### src/rtl/ocrom_port_arbiter_if.sv
// Bus bundle between the fetch/debug masters, the arbiter and the instruction memory s1 port.
// The slave modport is the arbiter's view; master is the surrounding system (masters plus memory).
interface ocrom_port_arbiter_if #(
    parameter int ADDR_W = 11,
    parameter int DATA_W = 16,
    parameter int BE_W   = 2
);
    logic              reset_req;

    logic [ADDR_W-1:0] f_address;
    logic              f_read;
    logic              f_waitrequest;
    logic [DATA_W-1:0] f_readdata;
    logic              f_readdatavalid;

    logic [ADDR_W-1:0] d_address;
    logic              d_read;
    logic              d_write;
    logic [DATA_W-1:0] d_writedata;
    logic [BE_W-1:0]   d_byteenable;
    logic              d_waitrequest;
    logic [DATA_W-1:0] d_readdata;
    logic              d_readdatavalid;

    logic [ADDR_W-1:0] mem_address;
    logic [BE_W-1:0]   mem_byteenable;
    logic              mem_chipselect;
    logic              mem_write;
    logic [DATA_W-1:0] mem_writedata;
    logic              mem_debugaccess;
    logic              mem_clken;
    logic [DATA_W-1:0] mem_readdata;

    modport slave (
        input  reset_req,
        input  f_address, f_read,
        output f_waitrequest, f_readdata, f_readdatavalid,
        input  d_address, d_read, d_write, d_writedata, d_byteenable,
        output d_waitrequest, d_readdata, d_readdatavalid,
        output mem_address, mem_byteenable, mem_chipselect, mem_write,
        output mem_writedata, mem_debugaccess, mem_clken,
        input  mem_readdata
    );

    modport master (
        output reset_req,
        output f_address, f_read,
        input  f_waitrequest, f_readdata, f_readdatavalid,
        output d_address, d_read, d_write, d_writedata, d_byteenable,
        input  d_waitrequest, d_readdata, d_readdatavalid,
        input  mem_address, mem_byteenable, mem_chipselect, mem_write,
        input  mem_writedata, mem_debugaccess, mem_clken,
        output mem_readdata
    );
endinterface

### src/rtl/ocrom_port_arbiter.sv
// Round-robin arbiter sharing one instruction memory port between fetch (read) and debug (read/write).
// Latency: command issued in grant cycle, read data valid exactly one cycle later.
// Backpressure: losing or blocked (reset/reset_req) requester sees waitrequest=1 and must hold.
module ocrom_port_arbiter #(
    parameter int ADDR_W = 11,
    parameter int DATA_W = 16,
    parameter int BE_W   = 2
) (
    input  logic                  clk,
    input  logic                  reset,
    ocrom_port_arbiter_if.slave   bus
);

    typedef enum logic {
        GRANT_FETCH = 1'b0,
        GRANT_DEBUG = 1'b1
    } grant_e;

    typedef struct packed {
        logic [ADDR_W-1:0] addr;
        logic [BE_W-1:0]   be;
        logic [DATA_W-1:0] wdata;
        logic              cs;
        logic              wr;
    } mem_cmd_t;

    grant_e            last_grant;
    logic [ADDR_W-1:0] addr_q;
    logic              rv_f;
    logic              rv_d;

    logic              f_req;
    logic              d_req;
    logic              blocked;
    logic              grant_f;
    logic              grant_d;
    mem_cmd_t          cmd;

    assign f_req   = bus.f_read;
    assign d_req   = bus.d_read | bus.d_write;
    assign blocked = reset | bus.reset_req;

    // On contention the master that did not win last time goes next.
    assign grant_f = ~blocked & f_req & (~d_req | (last_grant == GRANT_DEBUG));
    assign grant_d = ~blocked & d_req & (~f_req | (last_grant == GRANT_FETCH));

    always_comb begin
        cmd      = '0;
        cmd.addr = addr_q;
        if (grant_f) begin
            cmd.addr = bus.f_address;
            cmd.be   = '1;
            cmd.cs   = 1'b1;
        end else if (grant_d) begin
            cmd.addr  = bus.d_address;
            cmd.be    = bus.d_byteenable;
            cmd.wdata = bus.d_writedata;
            cmd.cs    = 1'b1;
            cmd.wr    = bus.d_write;
        end
    end

    assign bus.mem_address     = cmd.addr;
    assign bus.mem_byteenable  = cmd.be;
    assign bus.mem_writedata   = cmd.wdata;
    assign bus.mem_chipselect  = cmd.cs;
    assign bus.mem_write       = cmd.wr;
    assign bus.mem_debugaccess = cmd.wr;
    assign bus.mem_clken       = ~bus.reset_req;

    assign bus.f_waitrequest   = ~grant_f;
    assign bus.d_waitrequest   = ~grant_d;

    // Readdata is shared; each consumer qualifies it with its own valid.
    assign bus.f_readdata      = bus.mem_readdata;
    assign bus.d_readdata      = bus.mem_readdata;
    assign bus.f_readdatavalid = rv_f;
    assign bus.d_readdatavalid = rv_d;

    always_ff @(posedge clk) begin
        if (reset) begin
            last_grant <= GRANT_DEBUG;
            addr_q     <= '0;
            rv_f       <= 1'b0;
            rv_d       <= 1'b0;
        end else begin
            if (grant_f) begin
                last_grant <= GRANT_FETCH;
                addr_q     <= bus.f_address;
            end else if (grant_d) begin
                last_grant <= GRANT_DEBUG;
                addr_q     <= bus.d_address;
            end
            rv_f <= grant_f;
            rv_d <= grant_d & ~bus.d_write;
        end
    end

endmodule

### src/flat_wrapper.sv
// flat-port wrapper written by rule: the top's interface ports become plain ports
module ocrom_port_arbiter_flat 
#(
    parameter int ADDR_W = 11,
    parameter int DATA_W = 16,
    parameter int BE_W   = 2
)
  (clk, reset, bus_reset_req, bus_f_address, bus_f_read, bus_f_waitrequest, bus_f_readdata, bus_f_readdatavalid, bus_d_address, bus_d_read, bus_d_write, bus_d_writedata, bus_d_byteenable, bus_d_waitrequest, bus_d_readdata, bus_d_readdatavalid, bus_mem_address, bus_mem_byteenable, bus_mem_chipselect, bus_mem_write, bus_mem_writedata, bus_mem_debugaccess, bus_mem_clken, bus_mem_readdata);
  ocrom_port_arbiter_if #(.ADDR_W(ADDR_W), .DATA_W(DATA_W), .BE_W(BE_W)) bus_i ();
  input  logic clk;
  input  logic reset;
  input wire logic [$bits(bus_i.reset_req)-1:0] bus_reset_req;
  input wire logic [$bits(bus_i.f_address)-1:0] bus_f_address;
  input wire logic [$bits(bus_i.f_read)-1:0] bus_f_read;
  output wire logic [$bits(bus_i.f_waitrequest)-1:0] bus_f_waitrequest;
  output wire logic [$bits(bus_i.f_readdata)-1:0] bus_f_readdata;
  output wire logic [$bits(bus_i.f_readdatavalid)-1:0] bus_f_readdatavalid;
  input wire logic [$bits(bus_i.d_address)-1:0] bus_d_address;
  input wire logic [$bits(bus_i.d_read)-1:0] bus_d_read;
  input wire logic [$bits(bus_i.d_write)-1:0] bus_d_write;
  input wire logic [$bits(bus_i.d_writedata)-1:0] bus_d_writedata;
  input wire logic [$bits(bus_i.d_byteenable)-1:0] bus_d_byteenable;
  output wire logic [$bits(bus_i.d_waitrequest)-1:0] bus_d_waitrequest;
  output wire logic [$bits(bus_i.d_readdata)-1:0] bus_d_readdata;
  output wire logic [$bits(bus_i.d_readdatavalid)-1:0] bus_d_readdatavalid;
  output wire logic [$bits(bus_i.mem_address)-1:0] bus_mem_address;
  output wire logic [$bits(bus_i.mem_byteenable)-1:0] bus_mem_byteenable;
  output wire logic [$bits(bus_i.mem_chipselect)-1:0] bus_mem_chipselect;
  output wire logic [$bits(bus_i.mem_write)-1:0] bus_mem_write;
  output wire logic [$bits(bus_i.mem_writedata)-1:0] bus_mem_writedata;
  output wire logic [$bits(bus_i.mem_debugaccess)-1:0] bus_mem_debugaccess;
  output wire logic [$bits(bus_i.mem_clken)-1:0] bus_mem_clken;
  input wire logic [$bits(bus_i.mem_readdata)-1:0] bus_mem_readdata;
  assign bus_i.reset_req = bus_reset_req;
  assign bus_i.f_address = bus_f_address;
  assign bus_i.f_read = bus_f_read;
  assign bus_f_waitrequest = bus_i.f_waitrequest;
  assign bus_f_readdata = bus_i.f_readdata;
  assign bus_f_readdatavalid = bus_i.f_readdatavalid;
  assign bus_i.d_address = bus_d_address;
  assign bus_i.d_read = bus_d_read;
  assign bus_i.d_write = bus_d_write;
  assign bus_i.d_writedata = bus_d_writedata;
  assign bus_i.d_byteenable = bus_d_byteenable;
  assign bus_d_waitrequest = bus_i.d_waitrequest;
  assign bus_d_readdata = bus_i.d_readdata;
  assign bus_d_readdatavalid = bus_i.d_readdatavalid;
  assign bus_mem_address = bus_i.mem_address;
  assign bus_mem_byteenable = bus_i.mem_byteenable;
  assign bus_mem_chipselect = bus_i.mem_chipselect;
  assign bus_mem_write = bus_i.mem_write;
  assign bus_mem_writedata = bus_i.mem_writedata;
  assign bus_mem_debugaccess = bus_i.mem_debugaccess;
  assign bus_mem_clken = bus_i.mem_clken;
  assign bus_i.mem_readdata = bus_mem_readdata;
  ocrom_port_arbiter #(.ADDR_W(ADDR_W), .DATA_W(DATA_W), .BE_W(BE_W)) u_core (.clk(clk), .reset(reset), .bus(bus_i));
endmodule
### config.mk
export PLATFORM = sky130hd
export DESIGN_NAME = ocrom_port_arbiter_flat
export DESIGN_NICKNAME = d
export VERILOG_FILES = /design/src/rtl/ocrom_port_arbiter_if.sv /design/src/rtl/ocrom_port_arbiter.sv /design/src/flat_wrapper.sv
export SDC_FILE = /design/constraint.sdc
export NUM_CORES = 1
export LEC_CHECK = 0
export CAP_MARGIN = 10
export CELL_PAD_IN_SITES_DETAIL_PLACEMENT = 2
export CELL_PAD_IN_SITES_GLOBAL_PLACEMENT = 2
export CORE_ASPECT_RATIO = 1.4
export CORE_UTILIZATION = 12
export CTS_CLUSTER_DIAMETER = 100
export DETAILED_ROUTE_END_ITERATION = 16
export PLACE_DENSITY_LB_ADDON = 0.1
export SLEW_MARGIN = 20
export SYNTH_ARGS = -nofsm -noshare
export SYNTH_HDL_FRONTEND = slang
export SYNTH_SLANG_ARGS = --single-unit
### constraint.sdc
create_clock -name clk -period 2.5 [get_ports clk]
set_clock_uncertainty 0.2 [all_clocks]
set_input_delay 0.75 -clock clk [delete_from_list [all_inputs] [get_ports clk]]
set_output_delay 0.75 -clock clk [all_outputs]
set_load 0.1 [all_outputs]
==> Word-level counts from Yosys, hierarchy flattened <==
Cells that the tools add are included.
Widths: inputs -> output; s select.
{ "totals": {"elab_cells": 31, "input_bits": 62, "out_inout_bits": 69, "regBits": 14} }
{ "op_classes": {"reduce_logical": 1, "n_mux": 9, "bitwise_logic": 17} }
{ "ops": {"columns": ["cell", "count"], "rows": [
  ["$mux 31", 1],
  ["$mux 11", 2],
  ["$mux 16", 1],
  ["$mux 13", 1],
  ["$not 1->1", 8],
  ["$and 1x1->1", 5],
  ["$mux 1", 4],
  ["$or 1x1->1", 4],
  ["$reduce_bool 2->1", 1]
]} }

==> Depth between registers and ports, before layout <==
{ "depth": {"word_depth": 6, "depth_mapped": 5, "mapped_depth_nobuf": 4} }

==> Worst setup path after synthesis <==
Ideal clock, no wire load.
{ "synth_path": {"path_kind": "input-to-output", "start": "in bus_f_read", "end": "out bus_mem_write", "setup_slack_ps": -949, "t_arrival_ps": 2499, "cell_stages": 5, "required_ps": 1550, "n_path_buf": 3, "cell_sequence": "a211oi_2 > buf_4 > buf_2 > and2_1 > buf_4"} }
{ "synth_via": {"elab_chain_cells": 5} }
{ "synth_rtl": {"columns": ["item", "line_no", "text"], "rows": [
  ["start, declared", "flat_wrapper.sv:14", "input wire logic [$bits(bus_i.f_read)-1:0] bus_f_read;"],
  ["$not 1->1", "ocrom_port_arbiter.sv:45", "assign grant_d = ~blocked & d_req & (~f_req | (last_grant == GRANT_FETCH));"],
  ["$or 1x1->1", "ocrom_port_arbiter.sv:45", null],
  ["$and 1x1->1", "ocrom_port_arbiter.sv:45", null],
  ["$mux 31", "ocrom_port_arbiter.sv:54", "end else if (grant_d) begin"],
  ["$mux 1 *", "ocrom_port_arbiter.sv:50", "if (grant_f) begin"],
  ["end, declared", "flat_wrapper.sv:29", "output wire logic [$bits(bus_i.mem_write)-1:0] bus_mem_write;"]
]} }
Every way passes the cells marked *; elsewhere a longest branch is shown, timed or not.

==> Worst setup path after layout <==
{ "layout_path": {"start": "in bus_reset_req", "end": "out bus_mem_writedata[8]"} }
{ "layout_via": {"elab_chain_cells": 6} }
{ "layout_rtl": {"columns": ["item", "line_no", "text"], "rows": [
  ["start, declared", "flat_wrapper.sv:12", "input wire logic [$bits(bus_i.reset_req)-1:0] bus_reset_req;"],
  ["$or 1x1->1 *", "ocrom_port_arbiter.sv:41", "assign blocked = reset | bus.reset_req;"],
  ["$not 1->1 *", "ocrom_port_arbiter.sv:44, ocrom_port_arbiter.sv:45", null],
  ["$and 1x1->1 (2 in a row)", "ocrom_port_arbiter.sv:45", null],
  ["$mux 31", "ocrom_port_arbiter.sv:54", null],
  ["$mux 16 *", "ocrom_port_arbiter.sv:50", null],
  ["end, declared", "flat_wrapper.sv:30", "output wire logic [$bits(bus_i.mem_writedata)-1:0] bus_mem_writedata;"]
]} }
Marks and branches as above.

==> flow_metrics.env <==
export IMPL_status="finished with violations"
export IMPL_violations="negative setup slack"
export IMPL_syn_cell_area_mm2=0.001104
export IMPL_critPathMaxStageDelay_ns=0.22
export IMPL_worstSetupEndpoint="bus_mem_writedata[8]"
export IMPL_worst_path_stages=7
export IMPL_finalSetupViolCount=34
export IMPL_layout_setup_ws_ns=-0.3029
export IMPL_crit_buf_inv=5
export IMPL_grt_pass1_vias=1807
export IMPL_seqCellArea_um2=280.3
export IMPL_period_needed_ns=2.803
export IMPL_drive_gt1_share_pct=69.26
export IMPL_avgSynthCellArea_um2=7.456
export IMPL_synthCells=148
export IMPL_htree_levels=1
export IMPL_synthFlopType="dfxtp_1"
export IMPL_grt_first_pass_wirelength_um=10360
export IMPL_ant_nets=0
export IMPL_synth_top_area_share_pct=25.40
export IMPL_power_switching_uw=510.6
export IMPL_multiInputGateArea_mm2=0.001070
export IMPL_ys_warn_count=0
export IMPL_antenna_found_initial=0
export IMPL_cts_tree="yes"
export IMPL_worstSetupPathType="in2out"
export IMPL_synth_largest_area_cell="dfxtp_1"
export IMPL_synth_most_common_cell="buf_4"
export IMPL_rrSetupSlack_ns=0.31
export IMPL_r2r_start="u_core.last_grant"
export IMPL_seq_power_share_pct=18.7
export IMPL_syn_nets=210
export IMPL_numPortBuffers=82
export IMPL_path_cells="buf_12 -> a211oi_4 -> buf_6 -> buf_12 -> buf_12 -> and3_4 -> buf_12"
export IMPL_dieArea_mm2=0.009589
export IMPL_tightest_slew_ns=0.2822
export IMPL_cellLeakagePower_nw=1.370
export IMPL_drt_initial_drc_count=23
export IMPL_clk_path_buf_depth=2
export IMPL_crit_start="bus_reset_req"
export IMPL_cts_hold_buf=0
export IMPL_place_inst=326
export IMPL_cts_root_buf="clkbuf_16"
export IMPL_ir_drop_v=0.0001950
export IMPL_drt_wirelength_per_cell_um=18.38
export IMPL_async_flop_share_pct=0
export IMPL_via_per_inst=4.253
export IMPL_slew_violations=0
export IMPL_rsz0062_at_grt="yes"
export IMPL_vias=1548
export IMPL_ios=131
export IMPL_netlist_top_cells_count="buf_4, nand3_1, and3_1"
export IMPL_worstPathArrival_ns=1.85
export IMPL_fin_area_mm2=0.003491
export IMPL_crit_top_cell="buf_12"
export IMPL_p_clk_share_pct=26.5
export IMPL_fin_cells=364
export IMPL_slew_headroom_pct=81.34
export IMPL_start_util_pct=12.29
export IMPL_grt_max_degree=21
export IMPL_drc=0
export IMPL_hold_path_class="reg2reg"
export IMPL_first_pass_iters=2
export IMPL_worstSkewPairLatency_ns=0.25
export IMPL_cellPowerDensity_mw_per_mm2=375.7
export IMPL_wirelength_um=6690
export IMPL_coreArea_mm2=0.008977
export IMPL_ys_seq_area_share_pct=25.40
export IMPL_p_int_uw=800.8
export IMPL_cp_top_family="buffers and inverters"
export IMPL_p_sw_share_pct=38.94
export IMPL_grt_ovfl_total=0
export IMPL_placed_area_mm2=0.002753
export IMPL_synth_edf_count=0
export IMPL_crit_path_max_fanout=6
export IMPL_crit_required_ns=1.55
export IMPL_cts_num_sinks=14
export IMPL_worstRegToRegCells=10
export IMPL_nets=320
export IMPL_cts_made_buffers=3
export IMPL_path_clk_slew_ns=0.05
export IMPL_die_width_um=83.05
export IMPL_die_y_um=115.5
export IMPL_hold_viol_final=0
export IMPL_place_gp_congestion=0.7963
export IMPL_synth_distinct_cells=22
export IMPL_max_freq_mhz=356.8
export IMPL_track_usage_pct=14.19
export IMPL_r2r_end="u_core.addr_q[1]"
export IMPL_rows=41
export IMPL_start_kind="input port"
export IMPL_setup_worst_path_end_class="output port"
export IMPL_ys_ff_latch=14
export IMPL_cap_viol_max_count=0
export IMPL_period_share_pct=112.1
export IMPL_nFillCells=893
export IMPL_antenna_cells=0
export IMPL_dp_hpwl_um=4602
export IMPL_synth_area_leaders="dfxtp_1, buf_4, nand3_1, and3_1, a31oi_1"
export IMPL_comb_power_share_pct=54.8
export IMPL_cp_slowest_cell="a211oi_4"
export IMPL_syn2layout_area_growth_pct=216.3
worst min path at each step:
stage	startpoint	end	slack, ns	cells past startpoint
floorplan	u_core.addr_q[8]	u_core.addr_q[8]	0.28	2
global placement	u_core.addr_q[10]	u_core.addr_q[10]	0.30	2
detailed placement	u_core.addr_q[2]	u_core.addr_q[2]	0.31	2
CTS	u_core.addr_q[2]	u_core.addr_q[2]	0.31	2
global route	u_core.addr_q[2]	u_core.addr_q[2]	0.32	2
finish	u_core.addr_q[9]	u_core.addr_q[9]	0.31	2
routing by layer:
metal | track usage [%] | wire length [um] | part of all wire, %
met5 | 0 | 0 | 0
met1 | 14.94 | 2479 | 37
met4 | 3.678 | 101 | 1.5
met3 | 2.707 | 294 | 4.4
met2 | 28.58 | 3814 | 57
sequential cells by signal, indices dropped and copies added (netlist names):
| signal | count |
|---|---|
| u_core.addr_q | 11 |
| u_core.bus.d_readdatavalid | 1 |
| u_core.bus.f_readdatavalid | 1 |
| u_core.last_grant | 1 |
cell usage in the layout, fill, tap and decap left out, drive strengths merged:
| master | instances |
|---|---|
| buf | 109 |
| clkdlybuf4s50 | 40 |
| nand3 | 22 |
| and3 | 17 |
| dfxtp | 14 |
| o21ai | 11 |
| nand4 | 11 |
| a31oi | 11 |
| clkbuf | 4 |
| or2 | 3 |
| nor2 | 3 |
| clkinvlp | 2 |
| and2 | 2 |
| a21o | 2 |
| nor3 | 1 |
| o21bai | 1 |
| a211oi | 1 |
| inv | 1 |
| a21boi | 1 |
| or3 | 1 |
metrics by stage:
step / power (mW) / hold slack (ns) / utilization (%) / TNS (ns) / setup WS [ns]
2_1_floorplan: 0.8415 / 0.2824 / - / -3.836 / -0.2444
3_3_place_gp: 0.8646 / 0.2952 / 30.66 / -23.38 / -0.7175
3_5_place_dp: 0.8725 / 0.3052 / 30.66 / -25.59 / -0.7998
4_1_cts: 1.319 / 0.3133 / 38.10 / -9.000 / -0.3497
5_1_grt: 1.364 / 0.3244 / 38.89 / -10.41 / -0.3489
6_report: 1.311 / 0.3100 / 38.89 / -8.865 / -0.3029
worst reg2reg max path, delay by kind of cell, from the launching register on:
kind,cells,cell delay (ns)
AO/OA/AOI/OAI,2,0.35
buffers and inverters,7,1.00
AND/OR/NAND/NOR,1,0.19
flip-flops,1,0.39
logic make-up (layout without fill, tap and decap cells):
logic type,Yosys count,count (layout),share of synthesized area [%]
simple gates,59,60,30.39
compound gates,27,27,15.08
buf+inv,48,156,29.14
flops,14,14,25.40
what timing repair did:
action / 4_1_cts / 5_1_grt
cloned: 5 / 1
pin swaps: 37 / 22
buffers inserted: 22 / 10
gates resized for setup: 85 / 12
endpoints found under the setup margin: 35 / 35
area by class of cell:
class | count | share of cell area [%]
Sequential cell | 14 | 8.029
Multi-Input combinational cell | 87 | 30.65
Inverter | 3 | 0.5376
Tap cell | 107 | 3.835
Clock buffer | 4 | 2.545
Timing Repair Buffer | 149 | 54.41
power by group through the flow:
stage	combinational, mW	clock (mW)	sequential, mW
2_1_floorplan	0.586	0	0.255
3_3_place_gp	0.617	0	0.248
3_5_place_dp	0.624	0	0.249
4_1_cts	0.713	0.361	0.245
5_1_grt	0.745	0.373	0.246
6_report	0.719	0.347	0.245
Note: power is estimated with default switching activity, not from simulation.
